## config.mk

```make
export PLATFORM = sky130hd
export DESIGN_NAME = div_issue_ctrl
export DESIGN_NICKNAME = d
export VERILOG_FILES = /design/src/rtl/div_pkg.sv /design/src/rtl/div_alu.sv /design/src/rtl/div_issue_ctrl.sv
export SDC_FILE = /design/constraint.sdc
export NUM_CORES = 1
export LEC_CHECK = 0
export CORE_MARGIN = 2
export CORE_UTILIZATION = 50
export CTS_BUF_LIST = sky130_fd_sc_hd__clkbuf_16
export DETAILED_ROUTE_END_ITERATION = 16
export PLACE_DENSITY_LB_ADDON = 0.25
export SLEW_MARGIN = 20
export SYNTH_ARGS = -nofsm -noshare
export SYNTH_HDL_FRONTEND = slang
export SYNTH_HIERARCHICAL = 1
export SYNTH_SLANG_ARGS = --single-unit
export TNS_END_PERCENT = 5
```

## constraint.sdc

```tcl
create_clock -name cpu_clk -period 10.79 [get_ports cpu_clk]
set_input_delay 2.6975 -clock cpu_clk [delete_from_list [all_inputs] [get_ports cpu_clk]]
set_output_delay 2.6975 -clock cpu_clk [all_outputs]
set_load 0.01 [all_outputs]
```

## src/rtl/div_pkg.sv

```systemverilog
// Shared encodings and decode helpers for the divide issue controller.
package div_pkg;

   localparam logic [1:0] DIV_S = 2'b00;
   localparam logic [1:0] DIVU  = 2'b01;
   localparam logic [1:0] MOD_S = 2'b10;
   localparam logic [1:0] MODU  = 2'b11;

   localparam logic [31:0] INT_MIN = 32'h8000_0000;

   typedef enum logic [2:0] {
      ST_IDLE  = 3'd0,
      ST_ISSUE = 3'd1,
      ST_WAIT  = 3'd2,
      ST_DONE  = 3'd3,
      ST_DRAIN = 3'd4
   } div_state_e;

   function automatic logic is_mod(input logic [1:0] op);
      return op[1];
   endfunction

   function automatic logic is_signed(input logic [1:0] op);
      return ~op[0];
   endfunction

endpackage

```

## src/rtl/div_alu.sv

```systemverilog
// Radix-4 (two restoring steps per cycle) magnitude divider; result signs are
// fixed combinationally from the live operand inputs.
module div_alu #(
   parameter int unsigned WIDTH = 32
) (
   input  logic             clk,
   input  logic             rstn,
   input  logic             start,
   input  logic             is_signed,
   input  logic [WIDTH-1:0] a,
   input  logic [WIDTH-1:0] b,
   output logic             done,
   output logic [WIDTH-1:0] quotient,
   output logic [WIDTH-1:0] remainder
);

   localparam int unsigned ITERS = WIDTH / 2;
   localparam int unsigned CW    = $clog2(ITERS + 1);

   logic             neg_a, neg_b;
   logic [WIDTH-1:0] a_mag, b_mag;
   logic [WIDTH-1:0] qs, rs, qs_nxt, rs_nxt;
   logic [WIDTH:0]   trial;
   logic [CW-1:0]    cnt;

   assign neg_a = is_signed & a[WIDTH-1];
   assign neg_b = is_signed & b[WIDTH-1];
   assign a_mag = neg_a ? -a : a;
   assign b_mag = neg_b ? -b : b;

   always_comb begin
      trial  = '0;
      qs_nxt = qs;
      rs_nxt = rs;
      for (int unsigned i = 0; i < 2; i++) begin
         trial  = {rs_nxt, qs_nxt[WIDTH-1]};
         qs_nxt = {qs_nxt[WIDTH-2:0], 1'b0};
         if (trial >= {1'b0, b_mag}) begin
            trial     = trial - {1'b0, b_mag};
            qs_nxt[0] = 1'b1;
         end
         rs_nxt = trial[WIDTH-1:0];
      end
   end

   // |b|>|a| finishes immediately with q=0, r=|a|.
   always_ff @(posedge clk or negedge rstn) begin
      if (!rstn) begin
         qs   <= '0;
         rs   <= '0;
         cnt  <= '0;
         done <= 1'b0;
      end else begin
         done <= 1'b0;
         if (start) begin
            if (b_mag > a_mag) begin
               qs   <= '0;
               rs   <= a_mag;
               cnt  <= '0;
               done <= 1'b1;
            end else begin
               qs  <= a_mag;
               rs  <= '0;
               cnt <= CW'(ITERS);
            end
         end else if (cnt != '0) begin
            qs  <= qs_nxt;
            rs  <= rs_nxt;
            cnt <= cnt - CW'(1);
            if (cnt == CW'(1)) done <= 1'b1;
         end
      end
   end

   assign quotient  = (neg_a ^ neg_b) ? -qs : qs;
   assign remainder = neg_a ? -rs : rs;

endmodule

```

## src/rtl/div_issue_ctrl.sv

```systemverilog
// EX-stage divide sequencer: latches operands, short-circuits trivial cases and
// a one-entry result cache, and drains divides it cannot abort on flush.
module div_issue_ctrl
   import div_pkg::*;
#(
   parameter int unsigned DIV_WIDTH = 32,
   parameter bit          CACHE_EN  = 1'b1
) (
   input  logic                 cpu_clk,
   input  logic                 cpu_rstn,
   input  logic                 op_valid,
   input  logic [1:0]           op_code,
   input  logic [DIV_WIDTH-1:0] src_a,
   input  logic [DIV_WIDTH-1:0] src_b,
   input  logic                 flush,
   input  logic                 ex_go,
   output logic                 stall,
   output logic                 result_valid,
   output logic [DIV_WIDTH-1:0] result,
   output logic                 busy
);

   div_state_e           state, state_nxt;
   logic [DIV_WIDTH-1:0] op_a, op_b, result_r;
   logic                 op_s, op_rem;
   logic                 cache_v, cache_s;
   logic [DIV_WIDTH-1:0] cache_a, cache_b, cache_q, cache_r;
   logic                 div_start, div_done;
   logic [DIV_WIDTH-1:0] alu_q, alu_r;
   logic                 in_s, in_rem, b_zero, ovf, hit, fast, start_op;
   logic [DIV_WIDTH-1:0] fast_res;

   div_alu #(.WIDTH(DIV_WIDTH)) u_div_alu (
      .clk       (cpu_clk),
      .rstn      (cpu_rstn),
      .start     (div_start),
      .is_signed (op_s),
      .a         (op_a),
      .b         (op_b),
      .done      (div_done),
      .quotient  (alu_q),
      .remainder (alu_r)
   );

   assign in_s     = is_signed(op_code);
   assign in_rem   = is_mod(op_code);
   assign b_zero   = (src_b == '0);
   assign ovf      = in_s & (src_a == INT_MIN) & (src_b == '1);
   assign hit      = CACHE_EN & cache_v & (cache_a == src_a) & (cache_b == src_b) & (cache_s == in_s);
   assign fast     = b_zero | ovf | hit;
   assign start_op = (state == ST_IDLE) & op_valid & ~flush;

   always_comb begin
      fast_res = '0;
      if (b_zero)   fast_res = in_rem ? src_a : '1;
      else if (ovf) fast_res = in_rem ? '0 : INT_MIN;
      else          fast_res = in_rem ? cache_r : cache_q;
   end

   always_ff @(posedge cpu_clk or negedge cpu_rstn) begin
      if (!cpu_rstn) state <= ST_IDLE;
      else           state <= state_nxt;
   end

   // A flush coinciding with div_done leaves nothing to drain.
   always_comb begin
      state_nxt = state;
      case (state)
         ST_IDLE:  if (start_op) state_nxt = fast ? ST_DONE : ST_ISSUE;
         ST_ISSUE: state_nxt = flush ? ST_DRAIN : ST_WAIT;
         ST_WAIT: begin
            if (flush)         state_nxt = div_done ? ST_IDLE : ST_DRAIN;
            else if (div_done) state_nxt = ST_DONE;
         end
         ST_DONE:  if (flush || ex_go) state_nxt = ST_IDLE;
         ST_DRAIN: if (div_done) state_nxt = ST_IDLE;
         default:  state_nxt = ST_IDLE;
      endcase
   end

   always_comb begin
      result_valid = 1'b0;
      busy         = 1'b0;
      div_start    = 1'b0;
      stall        = 1'b0;
      result_valid = (state == ST_DONE);
      busy         = (state != ST_IDLE);
      div_start    = (state == ST_ISSUE);
      stall        = op_valid & ~result_valid;
   end

   always_ff @(posedge cpu_clk or negedge cpu_rstn) begin
      if (!cpu_rstn) begin
         op_a     <= '0;
         op_b     <= '0;
         op_s     <= 1'b0;
         op_rem   <= 1'b0;
         result_r <= '0;
         cache_v  <= 1'b0;
         cache_s  <= 1'b0;
         cache_a  <= '0;
         cache_b  <= '0;
         cache_q  <= '0;
         cache_r  <= '0;
      end else begin
         if (start_op) begin
            op_a   <= src_a;
            op_b   <= src_b;
            op_s   <= in_s;
            op_rem <= in_rem;
            if (fast) result_r <= fast_res;
         end
         if ((state == ST_WAIT) && div_done && !flush) begin
            result_r <= op_rem ? alu_r : alu_q;
            if (CACHE_EN) begin
               cache_v <= 1'b1;
               cache_s <= op_s;
               cache_a <= op_a;
               cache_b <= op_b;
               cache_q <= alu_q;
               cache_r <= alu_r;
            end
         end
      end
   end

   assign result = result_r;

endmodule

```

==> results.md <==
Outcome:
- The run finished with clean final reports.

Detailed routing:
- The number of nets with antenna violations after routing is 0.
- Across all layers, the routed design uses 18,627 vias.
- The number of DRC violations after detailed-routing iteration 0 is 2,020.
- In the routed layout, each cell is associated on average with a via count of 6.30.
- In the final routed layout, each cell accounts on average for 24.2 um.
- The number of detailed-routing iterations run before antenna repair is 5.
- Summed over all layers, the routed wires come to 71,600 um.
- The number of remaining DRC errors is 0.

Clock network:
- The post-cts repair resize count is 0.
- The buffer levels on the longest clock path is 3.
- The TritonCTS clock tree is built.
- The number of buffers added for setup after CTS is 0.
- The clock insertion delay at the later pin of the skew report is 0.55 ns.
- The clock net in this run drives a total of 301 sinks.
- Buffers inserted to repair hold after CTS numbered 0.
- The register clock-pin slew on the reported worst setup and hold paths is 0.06 ns.
- The number of buffers created by CTS is 35.
- The buffer type at the clock tree root is sky130_fd_sc_hd__clkbuf_16.
- The number of levels the H-tree was split into is 2.

Hold path:
- Counting instances, the worst hold path has a depth of 1.
- The min-delay analysis places its worst path in the category flip-flop to flip-flop.

Synth:
- After synthesis the netlist holds a flip-flop and latch count of 301.
- The number of nets in the synthesized netlist is 2,462.
- The netlist area before placement is 0.0217 mm^2.
- Each instance of the synthesized netlist takes up on average 9.48 um^2.
- The cell count after synthesis came out at 2,290.
- The combinational family with the most area after synthesis is multiplexers.
- Counting flops with a built-in enable in the synthesized netlist gives 0.
- The post-synthesis sequential area ratio is 34.7%.
- The number of different library cells used by synthesis comes to 87.
- For this run, the leading register cell type out of synthesis is sky130_fd_sc_hd__dfrtp_1.
- Summing the areas of all fa, ha and maj instances in the mapped netlist gives 5.98% of the synthesized area.
- Of all flip-flops after synthesis, the portion carrying an async set or reset was 100%.
- The Yosys step of the flow raised 6 warnings.
- Summing the areas of all compound-gate instances in the mapped netlist gives 15.4% of the synthesized area.
- The portion of synthesized area spent on multiplexers is 16.9%.
- Summing the areas of all and, or, nand and nor instances in the mapped netlist gives 13.2% of the synthesized area.
- The xor and xnor fraction of the mapped netlist area is 9.34%.

Place:
- Port buffering added 105 buffers.
- The detailed placer's ending HPWL is 53,200 um.
- The final RePlAce weighted congestion is 1.00.
- The number of placed instances, taps included is 2,893.

Timing:
- The post-layout minimum cycle time is 9.95 ns.
- The total negative slack is 0 ns.
- For the final database, setup skew stands at 0.0274 ns.
- The top achievable clock speed is 0.100 GHz.
- The final worst-path cycle share is 92.2%.
- At the pin with the least slew margin, the transition time is 1.05 ns.
- The count of final max-slew check failures came to 0.
- The hold violation total from the final report is 0.
- The setup-violating endpoint count in the final report is 0.
- Headroom to the max-slew limit came out at 29.9%.
- The minimum hold slack is 0.468 ns.
- Setup repair after global routing left no endpoint under its margin.

GRT:
- The aggregate global routing overflow is 0.
- The first global-routing pass estimated 109,000 um of wire.
- The global-route usage over all layers is 31.7%.
- The via count of the first global-routing pass is 17,974.
- Entering global routing, the biggest net connects 180 pins.
- The initial antenna violation count was 2.

Worst setup path:
- The kind of cell adding the most delay to the critical path is simple AND/OR/NAND/NOR gates.
- The largest driver fanout on the critical path is 24.
- For this run, the slowest stage of the critical path takes 0.80 ns.
- The critical path class is flip-flop to flip-flop.
- The worst setup path is launched from a flip-flop.
- The cell count of the worst reg-to-reg path is 32.
- Following the worst setup path forward leads to its endpoint at u_div_alu/rs[8]$_DFFE_PN0P_.
- The endpoint of the lowest-slack register-to-register path is u_div_alu/rs[8]$_DFFE_PN0P_.
- The launching instance or port of the critical path is op_b[3]$_DFFE_PN0P_.
- The slack of the worst reg-to-reg path is 0.84 ns.
- The launching point of the worst reg2reg path is op_b[3]$_DFFE_PN0P_.
- The logic depth of the worst path, buffers included is 32.
- The critical path contains buffers and inverters numbering 3 combined.
- The worst-path cell with the longest stage delay is sky130_fd_sc_hd__nor3_1.
- For the worst setup path, the data arrival time is 10.33 ns.
- STA classifies the critical path endpoint as a flip-flop.
- For the worst setup path, the data required time is 11.17 ns.

Die:
- The height of the die is 212 um.
- The floorplan step defined a die boundary enclosing 0.0451 mm^2.
- The number of top-level pins is 106.
- The standard cell core area is 0.0430 mm^2.
- The initial utilization of the core area, before any placement, comes to 50.5%.
- The floorplan die width is 212 um.
- The total number of placement rows is 76.

Cells and area:
- At the end of the flow the core is filled with cells to 56.9%.
- The repair_antennas step left the layout with diodes totalling 0.
- The commonest non-fill, non-tap cell in the layout is sky130_fd_sc_hd__dfrtp_1.
- For this run, the number of standard cells in the final layout without fillers is 2,956.
- From synthesis to final layout, the design area changed by 12.6%.
- The layout net count is 2,518.
- Leaving out fill and tap cells, the most frequent cells in the layout are 300 x sky130_fd_sc_hd__dfrtp_1, 224 x sky130_fd_sc_hd__mux2_2, 201 x sky130_fd_sc_hd__o21ai_0.
- The share of post-route cells with drive strength above 1 is 14.3%.

Job:
- Across the run, the number of max-cap violations was 0.
worst reg2reg max path: cells and delay by family (launching register included):
family | cells | cell delay, ns
XOR/XNOR | 1 | 0.18
adder cells (fa/ha/maj) | 2 | 0.73
AND/OR/NAND/NOR | 14 | 4.53
multiplexers | 1 | 0.25
flip-flops | 1 | 0.43
AO/OA/AOI/OAI | 11 | 2.95
buffers and inverters | 3 | 0.72
routing by layer:
layer	vias up	part of all wire (%)	track usage (%)
li1	8422	-	-
met1	9145	43	44.4
met2	878	44	48.4
met3	180	8.2	4.92
met4	2	5.0	14.0
met5	-	0.025	0
worst min path at each step:
| stage | startpoint | end | slack [ns] |
|---|---|---|---|
| 2_1_floorplan | cache_v$_DFFE_PN0P_ | cache_v$_DFFE_PN0P_ | 0.43 |
| 3_3_place_gp | cache_v$_DFFE_PN0P_ | cache_v$_DFFE_PN0P_ | 0.45 |
| 3_5_place_dp | cache_v$_DFFE_PN0P_ | cache_v$_DFFE_PN0P_ | 0.45 |
| 4_1_cts | cache_v$_DFFE_PN0P_ | cache_v$_DFFE_PN0P_ | 0.46 |
| 5_1_grt | cache_v$_DFFE_PN0P_ | cache_v$_DFFE_PN0P_ | 0.50 |
| 6_report | cache_v$_DFFE_PN0P_ | cache_v$_DFFE_PN0P_ | 0.47 |
kinds of logic (layout without fill, tap and decap cells):
| kind of cell | after synthesis | after routing |
|---|---|---|
| multiplexers | 338 | 338 |
| buffers and inverters | 240 | 321 |
| XOR/XNOR | 226 | 226 |
| AND/OR/NAND/NOR | 555 | 555 |
| AO/OA/AOI/OAI | 527 | 527 |
| flip-flops | 301 | 301 |
| adder cells (fa/ha/maj) | 103 | 103 |
cell type report:
cell class              count  area [um^2]
clock buffers              35          876
clock inverters            27          289
fillers                  3793        18500
inverters                 130          488
multi-input cells        1749        13300
flip-flops and latches    301         7530
well taps                 585          732
repair buffers            129         1270
metrics by stage:
step                cell area [um^2]  setup WS [ns]
floorplan                      21700           2.65
global placement               23300           1.45
detailed placement             23300           1.13
CTS                            24400           1.11
global route                   24500          0.229
finish                         24500          0.837
synthesized netlist by cell type, drive strengths merged, types with 17 or more instances:
cell type | n | area share (%)
a21o | 37 | 1.3
a21oi | 94 | 2.2
buf | 20 | 0.69
clkbuf | 90 | 1.6
dfrtp | 301 | 35
ha | 99 | 5.7
inv | 129 | 2.2
mux2 | 225 | 12
mux2i | 113 | 5.2
nand2 | 137 | 2.4
nand2b | 20 | 0.58
nand3 | 27 | 0.62
nand3b | 30 | 1.0
nand4 | 41 | 1.2
nor2 | 124 | 2.2
nor2b | 17 | 0.49
nor3 | 48 | 1.1
nor4 | 41 | 1.2
o211ai | 35 | 1.2
o21ai | 203 | 4.8
o221ai | 21 | 0.85
o31ai | 21 | 0.73
xnor2 | 126 | 5.1
xor2 | 99 | 4.1
sequential cells by signal (all words and copies together) (netlist names):
signal / flops
op_rem: 1
cache_v: 1
result: 32
cache_s: 1
state: 3
cache_q: 32
u_div_alu/rs: 32
cache_a: 32
op_a: 32
u_div_alu/qs: 32
op_b: 32
u_div_alu/done: 1
op_s: 1
cache_r: 32
u_div_alu/cnt: 5
cache_b: 32
Power is not shown: default switching activity piles up to over one toggle a cycle in this logic, so the estimate is an artifact.
